`config.mk`:
```
export PLATFORM = sky130hd
export DESIGN_NAME = uart_im_loader
export DESIGN_NICKNAME = d
export VERILOG_FILES = /design/src/rtl/uart_im_loader.sv
export SDC_FILE = /design/constraint.sdc
export NUM_CORES = 1
export LEC_CHECK = 0
export ABC_AREA = 1
export CAP_MARGIN = 20
export CORE_ASPECT_RATIO = 1.5
export CORE_UTILIZATION = 55
export DETAILED_ROUTE_END_ITERATION = 10
export PLACE_DENSITY = 0.81
export SYNTH_ARGS = -nofsm -noshare
export SYNTH_HDL_FRONTEND = slang
export SYNTH_SLANG_ARGS = --single-unit
```
`constraint.sdc`:
```
create_clock -name clk -period 2.2 [get_ports clk]
set_clock_uncertainty 0.2 [all_clocks]
set_input_delay 0.33 -clock clk [delete_from_list [all_inputs] [get_ports clk]]
set_output_delay 0.33 -clock clk [all_outputs]
set_load 0.01 [all_outputs]
```
`src/rtl/uart_im_loader.sv`:
```
// uart_im_loader: UART boot loader writing a length-prefixed word image into IM, holding the CPU until done.
// Optional trailing XOR checksum byte enabled by LOADER_CHECKSUM_EN.
module uart_im_loader #(
  parameter int CLK_DIV = 217,
  parameter int ADDR_W  = 12
) (
  input  logic              clk,
  input  logic              sys_rstn,
  input  logic              uart_rxd,
  output logic [3:0]        im_we,
  output logic [ADDR_W-1:0] im_addr,
  output logic [31:0]       im_wdata,
  output logic              cpu_hold,
  output logic              load_done,
  output logic              load_err,
  output logic [1:0]        err_code,
  output logic [15:0]       word_cnt
);
  localparam int CW = $clog2(CLK_DIV);
  typedef enum logic [1:0] {R_IDLE, R_START, R_DATA, R_STOP} rx_t;
  typedef enum logic [2:0] {S_LEN0, S_LEN1, S_DATA, S_CHK, S_DONE, S_ERR} fs_t;
`ifdef LOADER_CHECKSUM_EN
  localparam fs_t FIN = S_CHK;
`else
  localparam fs_t FIN = S_DONE;
`endif
  logic [2:0] sync_q;
  rx_t rs_q, rs_d;
  logic [CW-1:0] cnt_q, cnt_d;
  logic [2:0] bit_q, bit_d;
  logic [7:0] sh_q, sh_d;
  fs_t fs_q, fs_d;
  logic [15:0] len_q, len_d, wc_q, wc_d;
  logic [1:0] idx_q, idx_d, ec_q, ec_d;
  logic [23:0] wbuf_q, wbuf_d;
  logic [7:0] chk_q, chk_d;
  logic we_q, we_d;
  logic [ADDR_W-1:0] addr_q, addr_d;
  logic [31:0] wdata_q, wdata_d;
  logic rx, half, full, byte_valid, frame_err;
  logic [15:0] n;
  always_ff @(posedge clk) begin
    if (!sys_rstn) begin
      sync_q <= '1;
      rs_q <= R_IDLE;
      cnt_q <= '0;
      bit_q <= '0;
      sh_q <= '0;
      fs_q <= S_LEN0;
      len_q <= '0;
      wc_q <= '0;
      idx_q <= '0;
      ec_q <= '0;
      wbuf_q <= '0;
      chk_q <= '0;
      we_q <= 1'b0;
      addr_q <= '0;
      wdata_q <= '0;
    end else begin
      sync_q <= {sync_q[1:0], uart_rxd};
      rs_q <= rs_d;
      cnt_q <= cnt_d;
      bit_q <= bit_d;
      sh_q <= sh_d;
      fs_q <= fs_d;
      len_q <= len_d;
      wc_q <= wc_d;
      idx_q <= idx_d;
      ec_q <= ec_d;
      wbuf_q <= wbuf_d;
      chk_q <= chk_d;
      we_q <= we_d;
      addr_q <= addr_d;
      wdata_q <= wdata_d;
    end
  end
  assign rx = sync_q[1];
  assign half = cnt_q == CW'(CLK_DIV / 2 - 1);
  assign full = cnt_q == CW'(CLK_DIV - 1);
  always_comb begin
    rs_d = rs_q;
    cnt_d = cnt_q + 1'b1;
    bit_d = bit_q;
    sh_d = sh_q;
    case (rs_q)
      R_IDLE: begin
        cnt_d = '0;
        if (sync_q[2] && !rx) rs_d = R_START;
      end
      R_START: if (half) begin
        cnt_d = '0;
        bit_d = '0;
        rs_d = rx ? R_IDLE : R_DATA;
      end
      R_DATA: if (full) begin
        cnt_d = '0;
        sh_d = {rx, sh_q[7:1]};
        bit_d = bit_q + 1'b1;
        if (bit_q == 3'd7) rs_d = R_STOP;
      end
      default: if (full) begin
        cnt_d = '0;
        rs_d = R_IDLE;
      end
    endcase
  end
  assign byte_valid = rs_q == R_STOP && full && rx;
  assign frame_err = rs_q == R_STOP && full && !rx;
  assign n = {sh_q, len_q[7:0]};
  // Completion waits until the last word's write has been issued (word_cnt caught up with N)
  always_comb begin
    fs_d = fs_q;
    if (frame_err && fs_q inside {S_LEN0, S_LEN1, S_DATA, S_CHK}) fs_d = S_ERR;
    else case (fs_q)
      S_LEN0: if (byte_valid) fs_d = S_LEN1;
      S_LEN1: if (byte_valid) fs_d = ({1'b0, n} > 17'(1 << ADDR_W)) ? S_ERR : (n == 16'd0) ? FIN : S_DATA;
      S_DATA: if (wc_q == len_q) fs_d = FIN;
      S_CHK: if (byte_valid) fs_d = (sh_q == chk_q) ? S_DONE : S_ERR;
      default: ;
    endcase
  end
  always_comb begin
    len_d = len_q;
    idx_d = idx_q;
    wbuf_d = wbuf_q;
    chk_d = chk_q;
    wc_d = wc_q;
    we_d = 1'b0;
    addr_d = addr_q;
    wdata_d = wdata_q;
    ec_d = ec_q;
    if (byte_valid && fs_q inside {S_LEN0, S_LEN1, S_DATA}) chk_d = chk_q ^ sh_q;
    if (byte_valid && fs_q == S_LEN0) len_d[7:0] = sh_q;
    if (byte_valid && fs_q == S_LEN1) len_d[15:8] = sh_q;
    if (byte_valid && fs_q == S_DATA) begin
      idx_d = idx_q + 1'b1;
      wbuf_d = {sh_q, wbuf_q[23:8]};
      if (idx_q == 2'd3) begin
        we_d = 1'b1;
        addr_d = wc_q[ADDR_W-1:0];
        wdata_d = {sh_q, wbuf_q};
        wc_d = wc_q + 1'b1;
      end
    end
    if (fs_d == S_ERR && fs_q != S_ERR) ec_d = frame_err ? 2'b01 : (fs_q == S_LEN1) ? 2'b11 : 2'b10;
  end
  assign im_we = {4{we_q}};
  assign im_addr = addr_q;
  assign im_wdata = wdata_q;
  assign word_cnt = wc_q;
  assign load_done = fs_q == S_DONE;
  assign load_err = fs_q == S_ERR;
  assign cpu_hold = fs_q != S_DONE;
  assign err_code = ec_q;
endmodule
```
After elaboration in Yosys (flattened, before gate mapping)
Cells that the tools add are included.

Logic and storage cells: 91. Output and inout port bits: 69. Flip-flop bits (word level): 140.

Mux-type cells: 25. Equality and inequality tests: 21. Order comparisons: 1. Bitwise gates (word level): 1. Add/subtract/negate cells: 4. Reduce and logical (&&, ||, !) cells: 23.

Operator list (number): $mux 3 (9); $add 16x1->16 const B (1); $eq 16x16->1 (1); $gt 16x13->1 const B (1); $logic_not 16->1 (1); $mux 8 (2); $pmux 8 s2 (1); $mux 2 (7); $eq 3x3->1 const B (4); $pmux 3 s4 (1); $logic_and 1x1->1 (10); $add 8x1->8 const B (1); $eq 8x7->1 const B (1); $eq 8x8->1 (1); $eq 8x8->1 const B (1); $ne 2x2->1 const B (4); $xor 8x8->8 (1); $eq 2x2->1 const B (3); $eq 3x2->1 const B (2); $ne 3x3->1 const B (2); $pmux 2 s3 (1); $pmux 3 s2 (1); $reduce_and 2->1 (3); $reduce_bool 3->1 (2); 12 further kinds (14).

Longest topological paths before layout
Depth in word-level cells: 8. Gate-level depth with buffers: 14.

Worst setup path after synthesis
No wires, ideal clock.

Path type: reg-to-reg. Start: register cnt_q[0]. End: register wc_q[7], in the netlist word_cnt[7]. Clock period less this slack: 1904 ps. Required time: 1870 ps. Cell stages (with the launch flop): 14. Arrival time: 1573 ps. Slack: 296 ps. Cell sequence: dfxtp_1 -> inv_1 -> ha_1 -> inv_1 -> nor2_2 -> nand4_2 -> inv_2 -> nand2_2 -> inv_2 -> nand2_4 -> inv_6 -> nand4_2 -> nor3_1 -> nor3_2.

Word-level cells in the longest chain between the ends: 5.

RTL lines: from (decl) (line 29) `logic [CW-1:0] cnt_q, cnt_d;`; from (signal assigned) (line 62) `cnt_q <= cnt_d;`; $eq 8x8->1 (line 79) `assign full = cnt_q == CW'(CLK_DIV - 1);`; $logic_and 1x1->1 (2 in a row) (line 107) `assign byte_valid = rs_q == R_STOP && full && rx;`; $logic_and 1x1->1 (line 135) `if (byte_valid && fs_q == S_DATA) begin`; $reduce_and 2->1 (no line); to (signal assigned) (line 67) `wc_q <= wc_d;`; to (decl) (line 33) `logic [15:0] len_q, len_d, wc_q, wc_d;`.

No other way between the ends. A chain may end at the register's enable or synchronous reset.

Worst setup path after layout
Start: register fs_q[1]. End: output load_done.

Word-level cells in the longest chain between the ends: 1.

RTL lines: from (decl) (line 32) `fs_t fs_q, fs_d;`; from (signal assigned) (line 65) `fs_q <= fs_d;`; $eq 3x3->1 (line 151) `assign load_done = fs_q == S_DONE;`; to (decl) (line 14) `output logic load_done,`.

No other way between the ends.

==> metrics.yaml <==
die:
  core_area_sq_mm: 0.0102
  die_area_sq_mm: 0.0111
  die_h_um: 128
  start_util: 0.571
  num_rows: 45
  die_w_um: 86.2
  ioPinCount: 72
detailed_routing:
  wire_per_inst_um: 14.9
  ant_nets: 0
  wl_mm: 14.8
  via_per_inst: 5.52
  dr.first_iter.drc_count: 507
  drc: 0
  vias: 5495
  drt-pass1-iter-count: 7
pwr:
  power_density_mw_per_mm2: 747
  p_leak_nw: 2.87
  vdd_ir_drop_max_mv: 0.591
logic_synthesis:
  synth_async_sr_flop_share: 0
  synth_top_area_share: 0.479
  yosys_warnings: 0
  ys_ff_latch: 140
  ys.flop_type: "dfxtp_1"
  syn_area_sq_mm: 0.00585
  synth_nets: 779
  synthCells: 770
  seq_area_frac_synth: 0.479
  synth_area_per_cell_sq_um: 7.60
  yosys.area.top_type: "dfxtp_1"
  synth_area_leaders: "dfxtp_1 (48%), nand2_1 (7.8%), o21ai_0 (7.7%)"
  synth_edf_count: 0
  ys_types: 38
finish:
  nFillCells: 790
  final_common_cell: "dfxtp_1"
  area_delta_synth_final_pct: 26.0
  num_antenna_cells: 0
  drive_above_1_share: 0.108
  fin_nets: 851
  most-common-layout-cells: "dfxtp_1 (138), nand2_1 (121), nor2_1 (96), o21ai_0 (87), a21oi_1 (82)"
  fin_util: 0.720
global_route:
  grt_pass1_vias: 5131
  antenna_found_initial: 0
  grt_pass1_wl_mm: 23.7
  gr-total-overflow: 0
  grt_usage: 0.274
  grt_max_degree: 97
min_path:
  worstHoldPathCells: 3
  hold_path_end: "sync_q[2]$_SDFF_PN1_"
  min_from: "sys_rstn"
  hold_class: "input pin to flip-flop"
timing:
  fmax_mhz: 461
  max_slew.worst_pin.slew_ns: 0.507
  final.setup.tns_ns: 0
  period_needed_ns: 2.17
  hold_viol_final: 0
  final.period_utilization: 0.986
  setup-violations-final: 0
  slew_headroom: 0.661
  slew_viol_final: 0
setup_path:
  rr_worst_depth: 12
  r2r_slack_ns: 0.13
  arrival_ns: 1.64
  r2r-end: "im_wdata[9]$_SDFFE_PN0P_"
  worstSetupPathType: "flip-flop to output pin"
  start_kind: "flip-flop"
  end_kind: "output pin"
  cp_slowest_stage_delay_ns: 0.53
  cp_slowest_cell: "clkdlybuf4s50_1"
  cp.required_ns: 1.67
  worst-path-max-fanout: 7
  crit_path_cell_trace: "nor2_4 > nand2_1 > inv_1 > clkdlybuf4s50_1"
  r2r-start: "cnt_q[0]$_SDFF_PN0_"
placement:
  gp_congestion: 0.892
  port_buffers: 71
  dp_hpwl_mm: 9.84
clocking:
  clock_sinks: 140
  clk_latency_ns: 0.42
  cts_buffers: 17
  cts.htree.levels: 4
  cts_hold_buffers: 0
  cts_root_buf: "clkbuf_16"
  postCtsSetupBuffers: 0
  cts_tree: "yes"
  ctsLongestPathBuffers: 2
  clkSlewWorstSetupHoldPaths_ns: 0.06
job:
  drv_cap: 0
status:
  status: "completed"
[cells by family after synthesis]
| kind of cell | Yosys count | share of synthesized area |
|---|---|---|
| AND/OR/NAND/NOR | 286 | 0.212 |
| AO/OA/AOI/OAI | 196 | 0.179 |
| flip-flops | 140 | 0.479 |
| buffers and inverters | 124 | 0.0902 |
| XOR/XNOR | 18 | 0.0269 |
| adder cells (fa/ha/maj) | 6 | 0.0128 |
[metal layers]
layer / GRT usage / share of wire / up-vias / wire, um
met5: 0 / 0 / - / 0
met4: 0.153 / 0.039 / 0 / 582
met3: 0.0552 / 0.053 / 50 / 787
met2: 0.493 / 0.52 / 217 / 7680
met1: 0.297 / 0.39 / 2567 / 5790
li1: - / - / 2661 / -
[Yosys cell counts, drive strengths merged, types with 7 or more instances]
master and instances:
o21ai 92, nor2 105, a21oi 82, nand2 126, xor2 8, a211oi 18
clkbuf 19, inv 87, dfxtp 140, nand4 7, buf 18, nand3 31
xnor2 10, nor3 8
[where the power goes]
group	total [mW]	switching [mW]	internal (mW)	leakage (nW)
clock	2.72	1.10	1.62	0.272
sequential	2.58	0.0182	2.56	1.13
combinational	0.218	0.154	0.0641	1.47
total	5.51	1.27	4.24	2.87
[state kept, by name, summed over array words and instances (netlist names)]
name      cells
idx_q         2
im_addr      12
chk_q         8
word_cnt     16
len_q        16
cnt_q         8
bit_q         3
im_wdata     32
wbuf_q       24
we_q          1
rs_q          2
sh_q          8
fs_q          3
err_code      2
sync_q        3
[critical path, delay by kind of cell, from the launching register on]
kind                   cells  cell delay, ns
DFF                        1            0.37
and+or+nand+nor            2            0.26
buffers and inverters      2            0.59
[cell type report]
cell class / instances / area (sq um) / area share
sequential: 140 / 2810 / 0.380
multi-input combinational: 506 / 2590 / 0.351
timing repair buffer: 90 / 897 / 0.122
clock buffer: 19 / 453 / 0.0614
inverter: 87 / 339 / 0.0460
tap: 141 / 176 / 0.0239
clock inverter: 13 / 115 / 0.0156
[timing repair]
item                                    4_1_cts  5_1_grt
gates cloned                                  0        1
endpoints found under the setup margin        3       57
resized for setup                             4       21
pin swaps                                     1        3
[how the worst max path moves through the flow]
stage	start	to
after floorplan	cnt_q[0]$_SDFF_PN0_	word_cnt[7]$_SDFFE_PN0P_
after global placement	cnt_q[0]$_SDFF_PN0_	len_q[1]$_SDFFE_PN0P_
after detailed placement	cnt_q[0]$_SDFF_PN0_	len_q[4]$_SDFFE_PN0P_
after CTS	fs_q[1]$_SDFF_PN0_	load_done
after global routing	fs_q[1]$_SDFF_PN0_	load_done
final	fs_q[1]$_SDFF_PN0_	load_done
[through the flow]
stage	worst slack, ns	instances	area, sq um	hold slack (ns)	power (mW)
after CTS	0.0108	995	7280	0.188	5.52
after global routing	-0.00357	996	7380	0.222	5.67
final	0.0308	996	7380	0.205	5.51
after detailed placement	0.0703	963	6700	0.205	2.84
after floorplan	0.296	770	5850	0.193	2.78
after global placement	0.194	963	6700	0.204	2.82
Power figures use the tool's default switching activity.
